$ cat config.mk
export PLATFORM = sky130hd
export DESIGN_NAME = mips_bus_arbiter
export DESIGN_NICKNAME = d
export VERILOG_FILES = /design/src/rtl/mips_bus_arbiter.sv
export SDC_FILE = /design/constraint.sdc
export NUM_CORES = 1
export LEC_CHECK = 0
export CAP_MARGIN = 20
export CORE_ASPECT_RATIO = 0.6
export CORE_MARGIN = 5
export CORE_UTILIZATION = 26
export DETAILED_ROUTE_END_ITERATION = 10
export PLACE_DENSITY = 0.62
export SLEW_MARGIN = 20
export SYNTH_ARGS = -nofsm -noshare
export SYNTH_HDL_FRONTEND = slang
export SYNTH_SLANG_ARGS = --single-unit
export TNS_END_PERCENT = 10
$ cat constraint.sdc
create_clock -name clk -period 2.3 [get_ports clk]
set_input_delay 0.46 -clock clk [delete_from_list [all_inputs] [get_ports clk]]
set_output_delay 0.46 -clock clk [all_outputs]
set_load 0.1 [all_outputs]
$ cat src/rtl/mips_bus_arbiter.sv
// mips_bus_arbiter
//   Shares one Avalon-MM master port between the instruction-fetch unit (read-only)
//   and the load/store unit (read/write). Transfers are issued from registered master
//   outputs, stalled by the slave's waitrequest, and answered to the requester with a
//   one-cycle done pulse. Grants alternate round-robin on a tie. A watchdog aborts a
//   transfer whose waitrequest stays high too long.
module mips_bus_arbiter #(
    parameter int unsigned TIMEOUT_CYCLES = 1024,
    parameter logic [31:0] ABORT_DATA     = 32'hDEADBEEF
) (
    input  logic        clk,
    input  logic        reset,

    // instruction-fetch requester
    input  logic        i_read,
    input  logic [31:0] i_address,
    output logic [31:0] i_readdata,
    output logic        i_waitrequest,

    // load/store requester
    input  logic        d_read,
    input  logic        d_write,
    input  logic [31:0] d_address,
    input  logic [3:0]  d_byteenable,
    input  logic [31:0] d_writedata,
    output logic [31:0] d_readdata,
    output logic        d_waitrequest,

    // Avalon-MM master
    output logic [31:0] address,
    output logic        read,
    output logic        write,
    output logic [3:0]  byteenable,
    output logic [31:0] writedata,
    input  logic [31:0] readdata,
    input  logic        waitrequest,

    output logic        bus_error
);

    typedef enum logic [1:0] {
        ST_IDLE    = 2'd0,
        ST_GRANT_I = 2'd1,
        ST_GRANT_D = 2'd2
    } state_t;

    // A zero timeout disables the watchdog; the timer still runs but never fires.
    localparam bit          WD_EN      = (TIMEOUT_CYCLES != 0);
    localparam logic [15:0] TIMER_LAST = 16'(TIMEOUT_CYCLES - 32'd1);
    localparam logic [15:0] TIMER_MAX  = 16'hFFFF;

    // last_grant: 0 = fetch, 1 = data. Reset to data so fetch wins the first tie.
    state_t      state_q, state_d;
    logic        last_grant_q, last_grant_d;
    logic        i_done_q, i_done_d;
    logic        d_done_q, d_done_d;
    logic [15:0] timer_q, timer_d;
    logic [31:0] address_q, address_d;
    logic        read_q, read_d;
    logic        write_q, write_d;
    logic [3:0]  byteenable_q, byteenable_d;
    logic [31:0] writedata_q, writedata_d;
    logic [31:0] i_readdata_q, i_readdata_d;
    logic [31:0] d_readdata_q, d_readdata_d;
    logic        bus_error_q, bus_error_d;

    logic        busy;
    logic        stall;
    logic        timeout_hit;
    logic        xfer_end;
    logic        i_elig;
    logic        d_elig;
    logic        arb_open;
    logic        grant_i;
    logic        grant_d;
    logic [31:0] cap_data;

    // Transfer status and round-robin arbitration decision for this edge.
    always_comb begin
        busy        = (state_q != ST_IDLE);
        stall       = busy & waitrequest;
        timeout_hit = WD_EN & stall & (timer_q == TIMER_LAST);
        xfer_end    = busy & (~waitrequest | timeout_hit);

        // The requester being served is ineligible on its own completion edge, so a
        // back-to-back grant can only go to the other side.
        i_elig   = i_read & ~i_done_q & (state_q != ST_GRANT_I);
        d_elig   = (d_read | d_write) & ~d_done_q & (state_q != ST_GRANT_D);
        arb_open = ~busy | xfer_end;

        grant_i  = arb_open & i_elig & (~d_elig | last_grant_q);
        grant_d  = arb_open & d_elig & ~grant_i;
    end

    // State register.
    always_ff @(posedge clk or negedge reset) begin
        if (!reset) begin
            state_q <= ST_IDLE;
        end else begin
            state_q <= state_d;
        end
    end

    // Next-state: a grant always wins; otherwise a finished transfer returns to idle.
    always_comb begin
        state_d = state_q;
        if (grant_i) begin
            state_d = ST_GRANT_I;
        end else if (grant_d) begin
            state_d = ST_GRANT_D;
        end else if (xfer_end) begin
            state_d = ST_IDLE;
        end
    end

    // Output/datapath next values: load master on grant, capture on completion or abort.
    always_comb begin
        last_grant_d = last_grant_q;
        address_d    = address_q;
        read_d       = read_q;
        write_d      = write_q;
        byteenable_d = byteenable_q;
        writedata_d  = writedata_q;
        i_readdata_d = i_readdata_q;
        d_readdata_d = d_readdata_q;
        timer_d      = timer_q;
        bus_error_d  = bus_error_q | timeout_hit;
        i_done_d     = xfer_end & (state_q == ST_GRANT_I);
        d_done_d     = xfer_end & (state_q == ST_GRANT_D);

        // waitrequest is still high only when the watchdog fired.
        cap_data = waitrequest ? ABORT_DATA : readdata;

        if (xfer_end) begin
            read_d  = 1'b0;
            write_d = 1'b0;
            if (read_q) begin
                if (state_q == ST_GRANT_I) begin
                    i_readdata_d = cap_data;
                end else begin
                    d_readdata_d = cap_data;
                end
            end
        end

        if (stall && (timer_q != TIMER_MAX)) begin
            timer_d = timer_q + 16'd1;
        end

        if (grant_i) begin
            address_d    = i_address;
            byteenable_d = 4'b1111;
            read_d       = 1'b1;
            write_d      = 1'b0;
            last_grant_d = 1'b0;
            timer_d      = 16'd0;
        end else if (grant_d) begin
            // A simultaneous read and write request is resolved as a write and flagged.
            address_d    = d_address;
            byteenable_d = d_byteenable;
            writedata_d  = d_writedata;
            write_d      = d_write;
            read_d       = d_read & ~d_write;
            last_grant_d = 1'b1;
            timer_d      = 16'd0;
            bus_error_d  = bus_error_q | timeout_hit | (d_read & d_write);
        end
    end

    // Datapath and handshake registers; reset drops any transfer in flight at once.
    always_ff @(posedge clk or negedge reset) begin
        if (!reset) begin
            last_grant_q <= 1'b1;
            i_done_q     <= 1'b0;
            d_done_q     <= 1'b0;
            timer_q      <= 16'd0;
            address_q    <= 32'd0;
            read_q       <= 1'b0;
            write_q      <= 1'b0;
            byteenable_q <= 4'd0;
            writedata_q  <= 32'd0;
            i_readdata_q <= 32'd0;
            d_readdata_q <= 32'd0;
            bus_error_q  <= 1'b0;
        end else begin
            last_grant_q <= last_grant_d;
            i_done_q     <= i_done_d;
            d_done_q     <= d_done_d;
            timer_q      <= timer_d;
            address_q    <= address_d;
            read_q       <= read_d;
            write_q      <= write_d;
            byteenable_q <= byteenable_d;
            writedata_q  <= writedata_d;
            i_readdata_q <= i_readdata_d;
            d_readdata_q <= d_readdata_d;
            bus_error_q  <= bus_error_d;
        end
    end

    assign i_waitrequest = i_read & ~i_done_q;
    assign d_waitrequest = (d_read | d_write) & ~d_done_q;
    assign i_readdata    = i_readdata_q;
    assign d_readdata    = d_readdata_q;
    assign address       = address_q;
    assign read          = read_q;
    assign write         = write_q;
    assign byteenable    = byteenable_q;
    assign writedata     = writedata_q;
    assign bus_error     = bus_error_q;

endmodule

Word-level counts from Yosys, hierarchy flattened
Index checks and enable logic that the tools add are counted.
- register bits: 156
- output and inout port bits: 137
- input port bits: 138
- reduce and logical (&&, ||, !) cells: 8
- multiplexer cells: 20
- add/subtract/negate cells: 1
- equality and inequality tests: 6
- bitwise gates (word level): 29
- operators by type and width (operator ; count):
    $mux 32 ; 3
    $mux 16 ; 3
    $add 16x1->16 const B ; 1
    $eq 16x10->1 const B ; 1
    $ne 16x16->1 const B ; 1
    $and 1x1->1 ; 15
    $mux 1 ; 9
    $mux 4 ; 2
    $not 1->1 ; 8
    $mux 2 ; 3
    $or 1x1->1 ; 6
    $reduce_and 3->1 ; 2
    $reduce_bool 3->1 ; 2
    $reduce_bool 2->1 ; 2
    $eq 2x1->1 const B ; 1
    $eq 2x2->1 const B ; 1
    $ne 2x1->1 const B ; 1
    $ne 2x2->1 const B ; 1
    $reduce_and 2->1 ; 1
    $logic_and 1x1->1 ; 1

Logic depth before layout (Yosys ltp)
Gate-level depths: netlist (run 1).
- word-level depth: 12
- gate-level depth with buffers: 8

Least setup slack after synthesis (run 1)
OpenSTA, ideal clock, no wires.
- path type: input to register
- start: input port i_read
- end: register writedata_q[1] (netlist: writedata[1])
- cell stages on the path: 6
- data required time: 2.172 ns
- setup time: 0.128 ns
- arrival time: 3.098 ns
- setup slack: -0.927 ns
- cell sequence: nor2b_1 -> and3_1 -> clkbuf_1 -> nor3_4 -> buf_6 -> mux2_1
- cells in the longest elaborated chain, start to end: 7
- ends and longest elaborated chain (item ; line ; source):
    start: declaration ; 15 ; input logic i_read,
    $and 1x1->1 (*) (2 in series) ; 87 ; i_elig = i_read & ~i_done_q & (state_q != ST_GRANT_I);
    $and 1x1->1 (*) (2 in series) ; 91 ; grant_i = arb_open & i_elig & (~d_elig | last_grant_q);
    $not 1->1 (no line) (*) ; - ;
    $and 1x1->1 ; 92 ; grant_d = arb_open & d_elig & ~grant_i;
    $reduce_and 2->1 (no line) (*) ; - ;
    end signal: assignment ; 194 ; writedata_q <= writedata_d;
    end: declaration ; 62 ; logic [31:0] writedata_q, writedata_d;
Mark *: on every way between the ends. The rest lies on a longest branch, timed or not.
A chain may end at the register's enable or synchronous reset.

Final worst setup path (run 1)
- start: register timer_q[4]
- end: register writedata_q[22] (netlist: writedata[22])
- cells in the longest elaborated chain, start to end: 10
- ends and longest elaborated chain (item ; line ; source):
    start: declaration ; 57 ; logic [15:0] timer_q, timer_d;
    start signal: assignment ; 189 ; timer_q <= timer_d;
    $eq 16x10->1 (*) ; 82 ; timeout_hit = WD_EN & stall & (timer_q == TIMER_LAST);
    $and 1x1->1 (*) ; 82 ;
    $or 1x1->1 (*) ; 83 ; xfer_end = busy & (~waitrequest | timeout_hit);
    $and 1x1->1 (*) ; 83 ;
    $or 1x1->1 (*) ; 89 ; arb_open = ~busy | xfer_end;
    $and 1x1->1 (2 in series) ; 91 ;
    $not 1->1 (no line) ; - ;
    $and 1x1->1 ; 92 ;
    $reduce_and 2->1 (no line) (*) ; - ;
Marks and branches as above.

==> results of run 1 <==
[state kept, by name (all words and copies together), names as in the netlist]
| signal | cells |
|---|---|
| byteenable | 4 |
| i_done_q | 1 |
| writedata | 32 |
| d_readdata | 32 |
| timer_q | 16 |
| d_done_q | 1 |
| write | 1 |
| address | 32 |
| bus_error | 1 |
| i_readdata | 32 |
| read | 1 |
| last_grant_q | 1 |
| state_q | 2 |
[metrics by stage]
step	TNS [ns]	util	area, sq um
after floorplan	0	-	6890
after global placement	-8.26	0.381	10000
after detailed placement	-9.54	0.381	10000
after CTS	0	0.403	10600
after global routing	0	0.403	10600
final	0	0.403	10600
[worst reg2reg max path, cell delays in order (launching register included)]
cell	delay, ns
dfrtp_1	0.39
nand4_1	0.18
or2_2	0.34
o21a_1	0.26
nor3_4	0.24
buf_12	0.24
mux2_2	0.38
[routing by layer]
layer,share of wire,GRT usage
met1,0.47,0.209
met2,0.43,0.218
met3,0.092,0.0603
met4,0.0087,0.0343
met5,0.0018,0
[cell usage after synthesis (all sizes together)]
cell type	number	area [sq um]
o21a	4	30.0
a2bb2oi	2	17.5
and3	1	6.26
dfrtp	155	3880
a21oi	5	25.0
nand2	40	150
o21ai	69	345
nor3	11	71.3
or3	3	18.8
nor2b	1	6.26
and4	1	8.76
mux2	32	360
a211o	1	8.76
a31oi	1	6.26
xnor2	11	96.3
and4bb	1	12.5
nor3b	1	7.51
clkbuf	40	150
o31ai	1	7.51
nor4	4	31.3
o2bb2ai	17	149
and3b	1	8.76
a211oi	33	248
inv	3	11.3
mux2i	1	10.0
o32a	48	480
o22a	4	35.0
a22o	33	289
nand3	7	35.0
nor4b	2	17.5
nand4	6	43.8
ha	1	12.5
o21bai	1	7.51
or2	1	6.26
buf	11	73.8
o31a	1	8.76
nor2	28	105
dfstp	1	26.3
o2111ai	1	8.76
nand2b	11	68.8
[final timing paths]
path | from | endpoint | slack (ns) | depth (start not counted)
max in group asynchronous | reset | address[27] | 1.19 | 3
max reg2reg | timer_q[4] | writedata[22] | 0.14 | 6
max | timer_q[4] | writedata[22] | 0.14 | 6
min reg2reg | bus_error | bus_error | 0.48 | 1
min | reset | i_readdata[8] | 0.44 | 2
min in group clk | bus_error | bus_error | 0.48 | 1
[cell type report]
cell class	count	area (sq um)	area share
Clock inverter	13	106	0.0101
Sequential cell	156	3910	0.370
Tap cell	360	450	0.0426
Multi-Input combinational cell	385	2770	0.262
Timing Repair Buffer	317	2880	0.273
Clock buffer	19	443	0.0419
Inverter	3	11.3	0.00107
[kinds of logic (layout without fill, tap and decap cells)]
family,count (synthesis),in the layout
flip-flops,156,156
AND/OR/NAND/NOR,119,119
adder cells (fa/ha/maj),1,1
AO/OA/AOI/OAI,221,221
multiplexers,33,33
XOR/XNOR,11,11
buffers and inverters,54,352
[timing repair]
item,4_1_cts,5_1_grt
setup buffers,0,0
hold endpoints to repair,15,0
hold buffers,1,0
[layout by cell type (no fill, tap or decap), types with 13 or more instances in the layout]
master	netlist	routed
a211oi_1	33	33
a22o_1	33	33
buf_12	0	13
buf_4	0	166
clkbuf_16	0	17
clkdlybuf4s50_1	0	135
dfrtp_1	155	155
mux2_2	27	27
nand2_1	40	40
nor2_1	28	28
o21ai_0	66	65
o2bb2ai_1	17	17
o32a_1	48	48
==> flow_summary_export.csv, run 1 <==
group,metric,value,unit
floorplanning,die_w,220,microns
worst_setup_path,crit_fanout,34,
grt,grt_pass1_vias,6251,
sta,hold_viol_final,0,
sta,fmax,0.463,GHz
yosys,synth_area,0.00688,sq mm
worst_setup_path,end_kind,"register",
detailed_routing,via_count,6049,
clock_network,cts.sinks,156,
sta,finalSetupViolations,0,
grt,overflow,0,
detailed_routing,drcViolationCount,0,
final_layout,drive_above_1_share,0.280,
run,maxCapViolCount,0,
grt,grt_use_total,0.150,
floorplanning,initial_utilization,0.262,
sta,rsz0062_at_grt,"false",
yosys,ys_ff_latch,156,
hold_path,hold_class,"input port to asynchronous set/reset pin",
placed_design,gp_congestion,0.821,
placed_design,preCtsSetupSlack,-0.197,ns
detailed_routing,drtAntennaViolNets,0,
worst_setup_path,crit_path_cell_trace,"nand4_1 > or2_2 > o21a_1 > nor3_4 > buf_12 > mux2_2",
final_layout,fin_nets,1019,
yosys,synthMuxAreaShare,0.0538,
sta,final.setup.worst_slack,0.140,ns
clock_network,clock_path_buffers,2,
clock_network,clock-root-buffer,"clkbuf_16",
worst_setup_path,worst_ep_required_time,2.61,ns
detailed_routing,drt-total-wl,22700,microns
final_layout,fill_cells,2583,
floorplanning,pin_count,275,
clock_network,clk_pin_slew_worst_paths,0.07,ns
sta,hold_ws,0.443,ns
worst_setup_path,setup.worst_path.class,"register to register",
yosys,synthSimpleGateAreaFrac,0.0869,
floorplanning,die_area,0.0299,sq mm
yosys,yosysWarnings,0,
sta,final.period_utilization,0.939,
clock_network,cts_resized,0,
yosys,syn_inst,595,
yosys,synth_fa_ha_area_frac,0.00182,
yosys,yosysSeqAreaShare,0.567,
placed_design,dp.cells,1220,
yosys,synth_compound_area_frac,0.242,
yosys,synth_top_family_by_area,"compound AO/OA/AOI/OAI gates",
worst_setup_path,crit_slowest_cell,"dfrtp_1",
sta,slew_viol_final,0,
detailed_routing,wire_per_inst,18.1,microns
status,status,"completed",
sta,skew,0.0102,ns
worst_setup_path,cp_num_buf_inv,1,
clock_network,cts_tree,"built",
sta,slew_headroom,0.630,
placed_design,io_buffer_count,274,
grt,antenna_found_initial,2,
worst_setup_path,slowest_delay,0.39,ns
final_layout,stdcell_count,1253,
detailed_routing,drtIter0Drc,476,
clock_network,numCtsBuffers,17,
worst_setup_path,cp-start-kind,"register",
floorplanning,die_y,136,microns
detailed_routing,drtPass1Iterations,4,
final_layout,num_antenna_cells,0,
yosys,syn-num-nets,734,
final_layout,area_growth,53.5,%
floorplanning,core-area,0.0262,sq mm
detailed_routing,via_per_inst,4.83,
clock_network,h-tree-depth,4,
worst_setup_path,critPathTopFamily,"simple AND/OR/NAND/NOR gates",
clock_network,clock_latency,0.43,ns
placed_design,hpwl,16500,microns
floorplanning,fp-row-count,46,
yosys,netlist-cell-type-count,47,
worst_setup_path,cp.arrival,2.47,ns
sta,worst_slew_pin_slew,0.556,ns
grt,grt_pass1_wl,35400,microns
sta,post-route-min-period,2.16,ns
grt,grt_max_degree,57,
yosys,avgSynthCellArea,11.6,sq um
yosys,synth_xor_area_frac,0.0140,
Power of run 1 is not shown: default switching activity piles up to over one toggle a cycle in this logic, so the estimate is an artifact.
==> run 2: changes to the inputs <==
- HOLD_SLACK_MARGIN: default -> 0.06
==> results of run 2 <==
The final DEF is identical to that of run 1; final timing and power are the same.
Power of run 2 is left out for the same reason.
